<file path="config.mk">
export PLATFORM = sky130hd
export DESIGN_NAME = spi_shift_engine_flat
export DESIGN_NICKNAME = d
export VERILOG_FILES = /design/src/rtl/spi_shift_engine_pkg.sv /design/src/rtl/spi_shift_engine_if.sv /design/src/rtl/spi_shift_engine_clk_gen.sv /design/src/rtl/spi_shift_engine.sv /design/src/flat_wrapper.sv
export SDC_FILE = /design/constraint.sdc
export NUM_CORES = 1
export LEC_CHECK = 0
export ABC_CLOCK_PERIOD_IN_PS = 3560
export CAP_MARGIN = 0
export CORE_ASPECT_RATIO = 1.25
export CORE_MARGIN = 8
export CORE_UTILIZATION = 55
export CTS_CLUSTER_DIAMETER = 40
export DETAILED_ROUTE_END_ITERATION = 8
export PLACE_DENSITY = 0.84
export SLEW_MARGIN = 10
export SYNTH_ARGS = -nofsm -noshare
export SYNTH_HDL_FRONTEND = slang
export SYNTH_SLANG_ARGS = --single-unit
export TNS_END_PERCENT = 1
</file>
<file path="constraint.sdc">
create_clock -name PCLK -period 3.56 [get_ports PCLK]
set_input_delay 0.712 -clock PCLK [delete_from_list [all_inputs] [get_ports PCLK]]
set_output_delay 0.712 -clock PCLK [all_outputs]
set_load 0.005 [all_outputs]
</file>
<file path="src/rtl/spi_shift_engine_pkg.sv">
// Shared types and defaults for the SPI shift engine slice.
package spi_pkg;

  typedef enum logic [1:0] {
    ST_IDLE  = 2'd0,
    ST_LOAD  = 2'd1,
    ST_SHIFT = 2'd2,
    ST_DONE  = 2'd3
  } spi_state_e;

  localparam int unsigned SPI_DWIDTH  = 8;
  localparam int unsigned SPI_CLK_DIV = 2;

  // Counter width that stays legal for a modulus of 1.
  function automatic int unsigned cnt_width(input int unsigned n);
    return (n > 1) ? $clog2(n) : 1;
  endfunction

endpackage

</file>
<file path="src/rtl/spi_shift_engine_if.sv">
// FIFO-side handshake between the shift engine (master) and the TX/RX FIFOs.
interface spi_shift_engine_if #(
  parameter int unsigned DWIDTH = spi_pkg::SPI_DWIDTH
) ();

  logic [DWIDTH-1:0] tx_data;
  logic              tx_empty;
  logic              tx_rd;
  logic [DWIDTH-1:0] rx_data;
  logic              rx_wr;
  logic              rx_full;
  logic              ovf_clr;
  logic              rx_ovf;

  modport master (
    input  tx_data, tx_empty, rx_full, ovf_clr,
    output tx_rd, rx_data, rx_wr, rx_ovf
  );

  modport slave (
    output tx_data, tx_empty, rx_full, ovf_clr,
    input  tx_rd, rx_data, rx_wr, rx_ovf
  );

endinterface

</file>
<file path="src/rtl/spi_shift_engine_clk_gen.sv">
// SCLK half-period divider: SCLK starts low while run is held and toggles every CLK_DIV cycles.
module spi_clk_gen
  import spi_pkg::*;
#(
  parameter int unsigned CLK_DIV = SPI_CLK_DIV
) (
  input  logic i_clk,
  input  logic i_rst_n,
  input  logic i_run,
  output logic o_rise,
  output logic o_fall,
  output logic o_sclk
);

  localparam int unsigned   CW   = cnt_width(CLK_DIV);
  localparam logic [CW-1:0] LAST = CW'(CLK_DIV - 1);

  logic [CW-1:0] r_cnt;
  logic          r_sclk;
  logic          w_wrap;

  assign w_wrap = i_run && (r_cnt == LAST);
  assign o_rise = w_wrap && !r_sclk;
  assign o_fall = w_wrap && r_sclk;
  assign o_sclk = r_sclk;

  always_ff @(posedge i_clk or negedge i_rst_n) begin
    if (!i_rst_n) begin
      r_cnt  <= '0;
      r_sclk <= 1'b0;
    end else if (!i_run) begin
      r_cnt  <= '0;
      r_sclk <= 1'b0;
    end else if (w_wrap) begin
      r_cnt  <= '0;
      r_sclk <= ~r_sclk;
    end else begin
      r_cnt <= r_cnt + CW'(1);
    end
  end

endmodule

</file>
<file path="src/rtl/spi_shift_engine.sv">
// SPI mode-0 master shift engine, MSB first, fed by a FWFT TX FIFO and draining into an RX FIFO.
module spi_shift_engine
  import spi_pkg::*;
#(
  parameter int unsigned DWIDTH  = SPI_DWIDTH,
  parameter int unsigned CLK_DIV = SPI_CLK_DIV
) (
  input  logic                      PCLK,
  input  logic                      PRESETn,
  input  logic                      enable,
  spi_shift_engine_if.master        bus,
  output logic                      busy,
  output logic                      SCLK,
  output logic                      MOSI,
  input  logic                      MISO,
  output logic                      SS_n
);

  localparam int unsigned   BW      = cnt_width(DWIDTH);
  localparam logic [BW-1:0] LASTBIT = BW'(DWIDTH - 1);

  spi_state_e        r_state, w_next;
  logic [DWIDTH-1:0] r_tx_sr;
  logic [DWIDTH-1:0] r_rx_sr;
  logic [DWIDTH-1:0] r_rx_data;
  logic [BW-1:0]     r_bitcnt;
  logic              r_ovf;
  logic              w_rise, w_fall, w_last;
  logic              w_tx_rd, w_rx_wr, w_ss_n, w_mosi, w_busy;

  spi_clk_gen #(.CLK_DIV(CLK_DIV)) u_clk_gen (
    .i_clk   (PCLK),
    .i_rst_n (PRESETn),
    .i_run   (r_state == ST_SHIFT),
    .o_rise  (w_rise),
    .o_fall  (w_fall),
    .o_sclk  (SCLK)
  );

  assign w_last = w_fall && (r_bitcnt == LASTBIT);

  always_ff @(posedge PCLK or negedge PRESETn) begin
    if (!PRESETn) r_state <= ST_IDLE;
    else          r_state <= w_next;
  end

  always_comb begin
    w_next  = r_state;
    w_tx_rd = 1'b0;
    w_rx_wr = 1'b0;
    w_ss_n  = 1'b0;
    w_mosi  = 1'b0;
    w_busy  = 1'b1;
    unique case (r_state)
      ST_IDLE: begin
        w_ss_n = 1'b1;
        w_busy = 1'b0;
        if (enable && !bus.tx_empty) w_next = ST_LOAD;
      end
      ST_LOAD: begin
        w_tx_rd = !bus.tx_empty;
        w_next  = ST_SHIFT;
      end
      ST_SHIFT: begin
        w_mosi = r_tx_sr[DWIDTH-1];
        if (w_last) w_next = ST_DONE;
      end
      ST_DONE: begin
        w_rx_wr = !bus.rx_full;
        w_next  = (enable && !bus.tx_empty) ? ST_LOAD : ST_IDLE;
      end
      default: w_next = ST_IDLE;
    endcase
  end

  // rx_data is captured on the edge entering DONE so it is already valid alongside rx_wr.
  always_ff @(posedge PCLK or negedge PRESETn) begin
    if (!PRESETn) begin
      r_tx_sr   <= '0;
      r_rx_sr   <= '0;
      r_rx_data <= '0;
      r_bitcnt  <= '0;
    end else begin
      case (r_state)
        ST_LOAD: begin
          r_tx_sr  <= bus.tx_data;
          r_rx_sr  <= '0;
          r_bitcnt <= '0;
        end
        ST_SHIFT: begin
          if (w_rise) r_rx_sr <= {r_rx_sr[DWIDTH-2:0], MISO};
          if (w_fall) begin
            r_tx_sr  <= {r_tx_sr[DWIDTH-2:0], 1'b0};
            r_bitcnt <= r_bitcnt + BW'(1);
          end
          if (w_last) r_rx_data <= r_rx_sr;
        end
        default: ;
      endcase
    end
  end

  // A frame dropped on a full RX FIFO outranks a simultaneous clear.
  always_ff @(posedge PCLK or negedge PRESETn) begin
    if (!PRESETn)                                r_ovf <= 1'b0;
    else if (r_state == ST_DONE && bus.rx_full)  r_ovf <= 1'b1;
    else if (bus.ovf_clr)                        r_ovf <= 1'b0;
  end

  assign bus.tx_rd   = w_tx_rd;
  assign bus.rx_wr   = w_rx_wr;
  assign bus.rx_data = r_rx_data;
  assign bus.rx_ovf  = r_ovf;
  assign SS_n        = w_ss_n;
  assign MOSI        = w_mosi;
  assign busy        = w_busy;

endmodule

</file>
<file path="src/flat_wrapper.sv">
// flat-port wrapper written by rule: the top's interface ports become plain ports
module spi_shift_engine_flat import spi_pkg::*;
#(
  parameter int unsigned DWIDTH  = SPI_DWIDTH,
  parameter int unsigned CLK_DIV = SPI_CLK_DIV
)
  (PCLK, PRESETn, enable, busy, SCLK, MOSI, MISO, SS_n, bus_tx_data, bus_tx_empty, bus_rx_full, bus_ovf_clr, bus_tx_rd, bus_rx_data, bus_rx_wr, bus_rx_ovf);
  spi_shift_engine_if #(.DWIDTH(DWIDTH)) bus_i ();
  input  logic PCLK;
  input  logic PRESETn;
  input  logic enable;
  output logic busy;
  output logic SCLK;
  output logic MOSI;
  input  logic MISO;
  output logic SS_n;
  input wire logic [$bits(bus_i.tx_data)-1:0] bus_tx_data;
  input wire logic [$bits(bus_i.tx_empty)-1:0] bus_tx_empty;
  input wire logic [$bits(bus_i.rx_full)-1:0] bus_rx_full;
  input wire logic [$bits(bus_i.ovf_clr)-1:0] bus_ovf_clr;
  output wire logic [$bits(bus_i.tx_rd)-1:0] bus_tx_rd;
  output wire logic [$bits(bus_i.rx_data)-1:0] bus_rx_data;
  output wire logic [$bits(bus_i.rx_wr)-1:0] bus_rx_wr;
  output wire logic [$bits(bus_i.rx_ovf)-1:0] bus_rx_ovf;
  assign bus_i.tx_data = bus_tx_data;
  assign bus_i.tx_empty = bus_tx_empty;
  assign bus_i.rx_full = bus_rx_full;
  assign bus_i.ovf_clr = bus_ovf_clr;
  assign bus_tx_rd = bus_i.tx_rd;
  assign bus_rx_data = bus_i.rx_data;
  assign bus_rx_wr = bus_i.rx_wr;
  assign bus_rx_ovf = bus_i.rx_ovf;
  spi_shift_engine #(.DWIDTH(DWIDTH), .CLK_DIV(CLK_DIV)) u_core (.PCLK(PCLK), .PRESETn(PRESETn), .enable(enable), .bus(bus_i), .busy(busy), .SCLK(SCLK), .MOSI(MOSI), .MISO(MISO), .SS_n(SS_n));
endmodule
</file>
# == After elaboration in Yosys (flattened, before gate mapping) ==
# Index checks and enable logic that the tools add are counted.
# op_classes
addsub,2
eq_ne,9
n_mux,21
n_bitwise,1
n_reduce_logical,16
# ops
op,n
$pmux W8 S2,2
$mux W8,2
$mux W1,12
$ne A2 B1 Y1 const B,5
$pmux W2 S4,1
$reduce_and A2 Y1,4
$logic_and A1 B1 Y1,6
$pmux W3 S2,1
$eq A2 B2 Y1 const B,2
$mux W2,2
$reduce_bool A2 Y1,2
$add A3 B1 Y3 const B,1
$eq A3 B3 Y1 const B,1
$logic_not A1 Y1,3
$mux W3,1
$eq A2 B1 Y1 const B,1
$logic_not A2 Y1,1
$add A1 B1 Y1 const B,1
$not A1 Y1,1
# word_totals
register_bits,32
in_bits,15
word_cells,57

# == Depth between registers and ports, before layout ==
# logic_depth
depth_word,6
depth_mapped,6
mapped_depth_nobuf,5

# == Cells and area by module ==
# A second synthesis with hierarchy kept.
# hier_totals
hier_cells,148
hier_area_um2,1657.8
# modules_own_cells
mod,n_inst,cells_per_inst,area_each_um2
spi_shift_engine,1,140,1569.0
spi_clk_gen,1,8,88.8

# == Worst setup path after synthesis ==
# No wires, ideal clock.
# synth_path
path_type,register to output
from,reg u_core.r_state[0]
to,out MOSI
t_arrival_ps,1313
slack_ps,1535
path_stages_with_launch,7
n_path_buf,3
cell_sequence,dfrtp_1 -> inv_1 -> ha_1 -> buf_6 -> buf_6 -> buf_2 -> and2_1
# synth_via
elab_chain_cells,2
# synth_rtl
item,line_no,text
from (decl),spi_shift_engine.sv:22,"spi_state_e r_state, w_next;"
from (signal assigned),spi_shift_engine.sv:44,else r_state <= w_next;
$eq A2 B2 Y1,spi_shift_engine.sv:54,unique case (r_state)
$mux W1,spi_shift_engine.sv:54,
to (decl),flat_wrapper.sv:14,output logic MOSI;
# No other way between the ends.

# == Worst setup path after layout ==
# layout_path
from,reg u_core.r_state[1]
to,out bus_tx_rd
# layout_via
elab_chain_cells,2
# layout_rtl
item,line_no,text
$eq A2 B1 Y1,spi_shift_engine.sv:54,
$mux W1,spi_shift_engine.sv:54,
to (decl),flat_wrapper.sv:21,output wire logic [$bits(bus_i.tx_rd)-1:0] bus_tx_rd;
# No other way between the ends.

==> flow_metrics.py <==
metrics = {
    "setup_path": {
        "endpoint": "bus_tx_rd",
        "r2r-start": "u_core.r_state[0]",
        "worstPathArrival_ns": 1.86,
        "r2r_end": "u_core.r_state[1]",
        "worstPathRequired_ns": 2.85,
        "worstRegToRegCells": 6,
        "critPathMaxFanout": 6,
        "startpoint": "u_core.r_state[1]",
        "path_class": "reg2out",
        "reg2reg_slack_ns": 1.45,
        "start_kind": "flop",
        "critPathCaptureType": "output port",
    },
    "clocking": {
        "clock_latency_ns": 0.33,
        "ctsResizeCount": 0,
        "cts_tree": "yes",
        "numCtsBuffers": 5,
        "clk_pin_slew_ns": 0.10,
        "clockBufferDepth": 2,
        "clock-sinks": 32,
        "root_buffer": "clkbuf_4",
        "cts_hold_repair.buffers": 0,
        "cts_setup_buffers": 0,
        "cts_max_level": 2,
    },
    "pwr": {
        "p_int_w": 0.000944,
        "peakVddDrop_mv": 0.545,
        "leakagePower_nw": 0.928,
        "clock_power_share_pct": 22.1,
        "powerDensity_mw_per_mm2": 695,
        "comb_power_share_pct": 41.1,
        "p_seq_share_pct": 36.8,
        "p_sw_w": 0.000451,
        "swShare_pct": 32.3,
    },
    "placed_design": {
        "dp_slack_ns": 1.09,
        "port_buffers": 29,
        "hpwlAfterDp_um": 1990,
        "gp_congestion": 0.731,
    },
    "die": {
        "dieWidth_um": 64.2,
        "die_h_um": 76.3,
        "start_util_pct": 55.9,
        "core-area_mm2": 0.00286,
        "rows": 22,
        "fp.dieArea_mm2": 0.00490,
        "io_pins": 30,
    },
    "sta": {
        "fin_crit_sh_pct": 72.2,
        "skew_ns": 0.00749,
        "slew_violations": 0,
        "hold_violations": 0,
        "grt_setup_unrepaired": "no",
        "max_slew.worst_pin.slew_ns": 0.880,
        "max_freq_mhz": 389,
        "finalCriticalPeriod_ns": 2.57,
        "fin_ws_ns": 0.991,
        "finalSetupViolations": 0,
        "tns_ns": 0,
        "relSlewSlack_pct": 41.2,
    },
    "global_route": {
        "grt_pass1_vias": 1106,
        "grt_max_degree": 33,
        "grt_use_total_pct": 12.8,
        "gr-total-overflow": 0,
        "grt_pass1_wl_um": 5020,
        "grt_antenna_before_repair": 0,
    },
    "logic_synthesis": {
        "synth_cell_type_count": 28,
        "synth_compound_area_share_pct": 9.23,
        "yosysSeqAreaShare_pct": 50.1,
        "synth_simple_gate_area_share_pct": 7.43,
        "syn_nets": 135,
        "synthMuxAreaShare_pct": 24.2,
        "synth_cells": 113,
        "synth-seq-cells": 32,
        "syn_area_per_cell_um2": 14.2,
        "synth_fa_ha_area_share_pct": 5.48,
        "syn-cell-area_mm2": 0.00160,
        "ys_warn_count": 0,
        "synth_top_family_by_area": "multiplexers",
        "synthXorXnorAreaFrac_pct": 0,
    },
    "cells_and_area": {
        "layout_common_cells": "dfrtp_1, clkdlybuf4s50_1, mux2_2, ha_1, mux2i_1",
        "nets": 169,
        "area_growth_syn_to_layout_pct": 25.4,
        "final_layout_size_suffix_gt1_share_pct": 28.4,
        "layout.cells.most_common": "dfrtp_1",
        "antenna_cells": 0,
        "nFillCells": 212,
    },
    "routing": {
        "wirelength_um": 2760,
        "drt_iter0_markers": 43,
        "drc": 0,
        "vias": 1004,
        "ant_nets": 0,
        "wl_per_cell_um": 15.0,
        "firstDrtPassIters": 2,
        "via_per_inst": 5.46,
    },
    "hold_path": {
        "holdCritPathClass": "reg2reg",
    },
    "run": {
        "maxCapViolations": 0,
    },
    "outcome": {
        "outcome": "completed",
    },
}
registers in the layout, summed over array words and instances (netlist names):
name	count
u_core.u_clk_gen.r_cnt	1
u_core.r_rx_sr	8
u_core.r_bitcnt	3
u_core.bus.rx_data	8
u_core.bus.rx_ovf	1
u_core.r_tx_sr	8
u_core.u_clk_gen.o_sclk	1
u_core.r_state	2
synthesized netlist by cell type, drive strengths merged:
| cell | count | area, um2 |
|---|---|---|
| a211oi | 1 | 7.51 |
| a21oi | 2 | 21.3 |
| a22o | 5 | 43.8 |
| a22oi | 1 | 21.3 |
| a31oi | 1 | 6.26 |
| a32o | 3 | 30.0 |
| and2 | 1 | 6.26 |
| and2b | 2 | 15.0 |
| and4b | 1 | 10.0 |
| buf | 4 | 38.8 |
| dfrtp | 32 | 801 |
| ha | 7 | 87.6 |
| inv | 5 | 18.8 |
| mux2 | 28 | 327 |
| mux2i | 6 | 60.1 |
| nand2 | 2 | 10.0 |
| nand2b | 3 | 18.8 |
| nand3b | 1 | 7.51 |
| nand4 | 1 | 21.3 |
| nor2 | 1 | 11.3 |
| nor2b | 3 | 18.8 |
| o21a | 1 | 7.51 |
| o21ai | 2 | 10.0 |
cell families (layout without fill, tap and decap cells):
| family | after synthesis | after routing |
|---|---|---|
| AO/OA/AOI/OAI | 16 | 16 |
| buffers and inverters | 9 | 44 |
| adder cells (fa/ha/maj) | 7 | 7 |
| multiplexers | 34 | 34 |
| AND/OR/NAND/NOR | 15 | 15 |
| flip-flops | 32 | 32 |
power by group through the flow:
stage	logic [W]	registers [W]	clock network, W
3_5_place_dp	0.000580	0.000521	0
5_1_grt	0.000634	0.000529	0.000333
2_1_floorplan	0.000452	0.000505	0
4_1_cts	0.000581	0.000515	0.000316
3_3_place_gp	0.000558	0.000515	0
6_report	0.000573	0.000514	0.000308
routing by layer:
layer | wire length, um | part of all wire [%] | vias to the layer above | global-route usage [%]
met5 | 0 | 0 | - | 0
met3 | 141 | 5.1 | 5 | 5.88
li1 | - | - | 476 | -
met2 | 1420 | 51 | 19 | 19.9
met1 | 1160 | 42 | 504 | 14.7
met4 | 36 | 1.3 | 0 | 5.25
worst min-delay path by stage:
stage                                   from  slack, ns                     to  cells past startpoint
after floorplan                      PRESETn       0.42  u_core.bus.rx_data[0]                      0
after CTS                 u_core.r_bitcnt[0]       0.49     u_core.r_bitcnt[0]                      1
after global routing      u_core.r_bitcnt[0]       0.52     u_core.r_bitcnt[0]                      1
after detailed placement  u_core.r_bitcnt[0]       0.48     u_core.r_bitcnt[0]                      1
after global placement    u_core.r_bitcnt[0]       0.47     u_core.r_bitcnt[0]                      1
final                     u_core.r_bitcnt[0]       0.49     u_core.r_bitcnt[0]                      1
critical path, cell delays in order (launching register included):
cell             delay (ns)
dfrtp_1                0.43
inv_1                  0.12
ha_1                   0.31
nor2b_1                0.17
clkdlybuf4s50_1        0.51
area by class of cell:
class | instances | area (um2) | share of cell area [%]
flip-flops and latches | 32 | 801 | 39.9
multi-input cells | 72 | 741 | 36.9
repair buffers | 31 | 305 | 15.2
clock buffers | 7 | 65.1 | 3.24
well taps | 36 | 45.0 | 2.25
clock inverters | 1 | 30.0 | 1.50
inverters | 5 | 18.8 | 0.936
through the flow:
step           cell area (um2)  util [%]  cells  hold WS (ns)  total power (W)
6_report                  2010      70.1    184         0.488          0.00139
2_1_floorplan             1600         -    113         0.416         0.000957
3_5_place_dp              1910      66.7    176         0.477          0.00110
3_3_place_gp              1910      66.7    176         0.473          0.00107
4_1_cts                   2010      70.1    184         0.491          0.00141
5_1_grt                   2010      70.1    184         0.525          0.00149
Note: power is estimated with default switching activity, not from simulation.
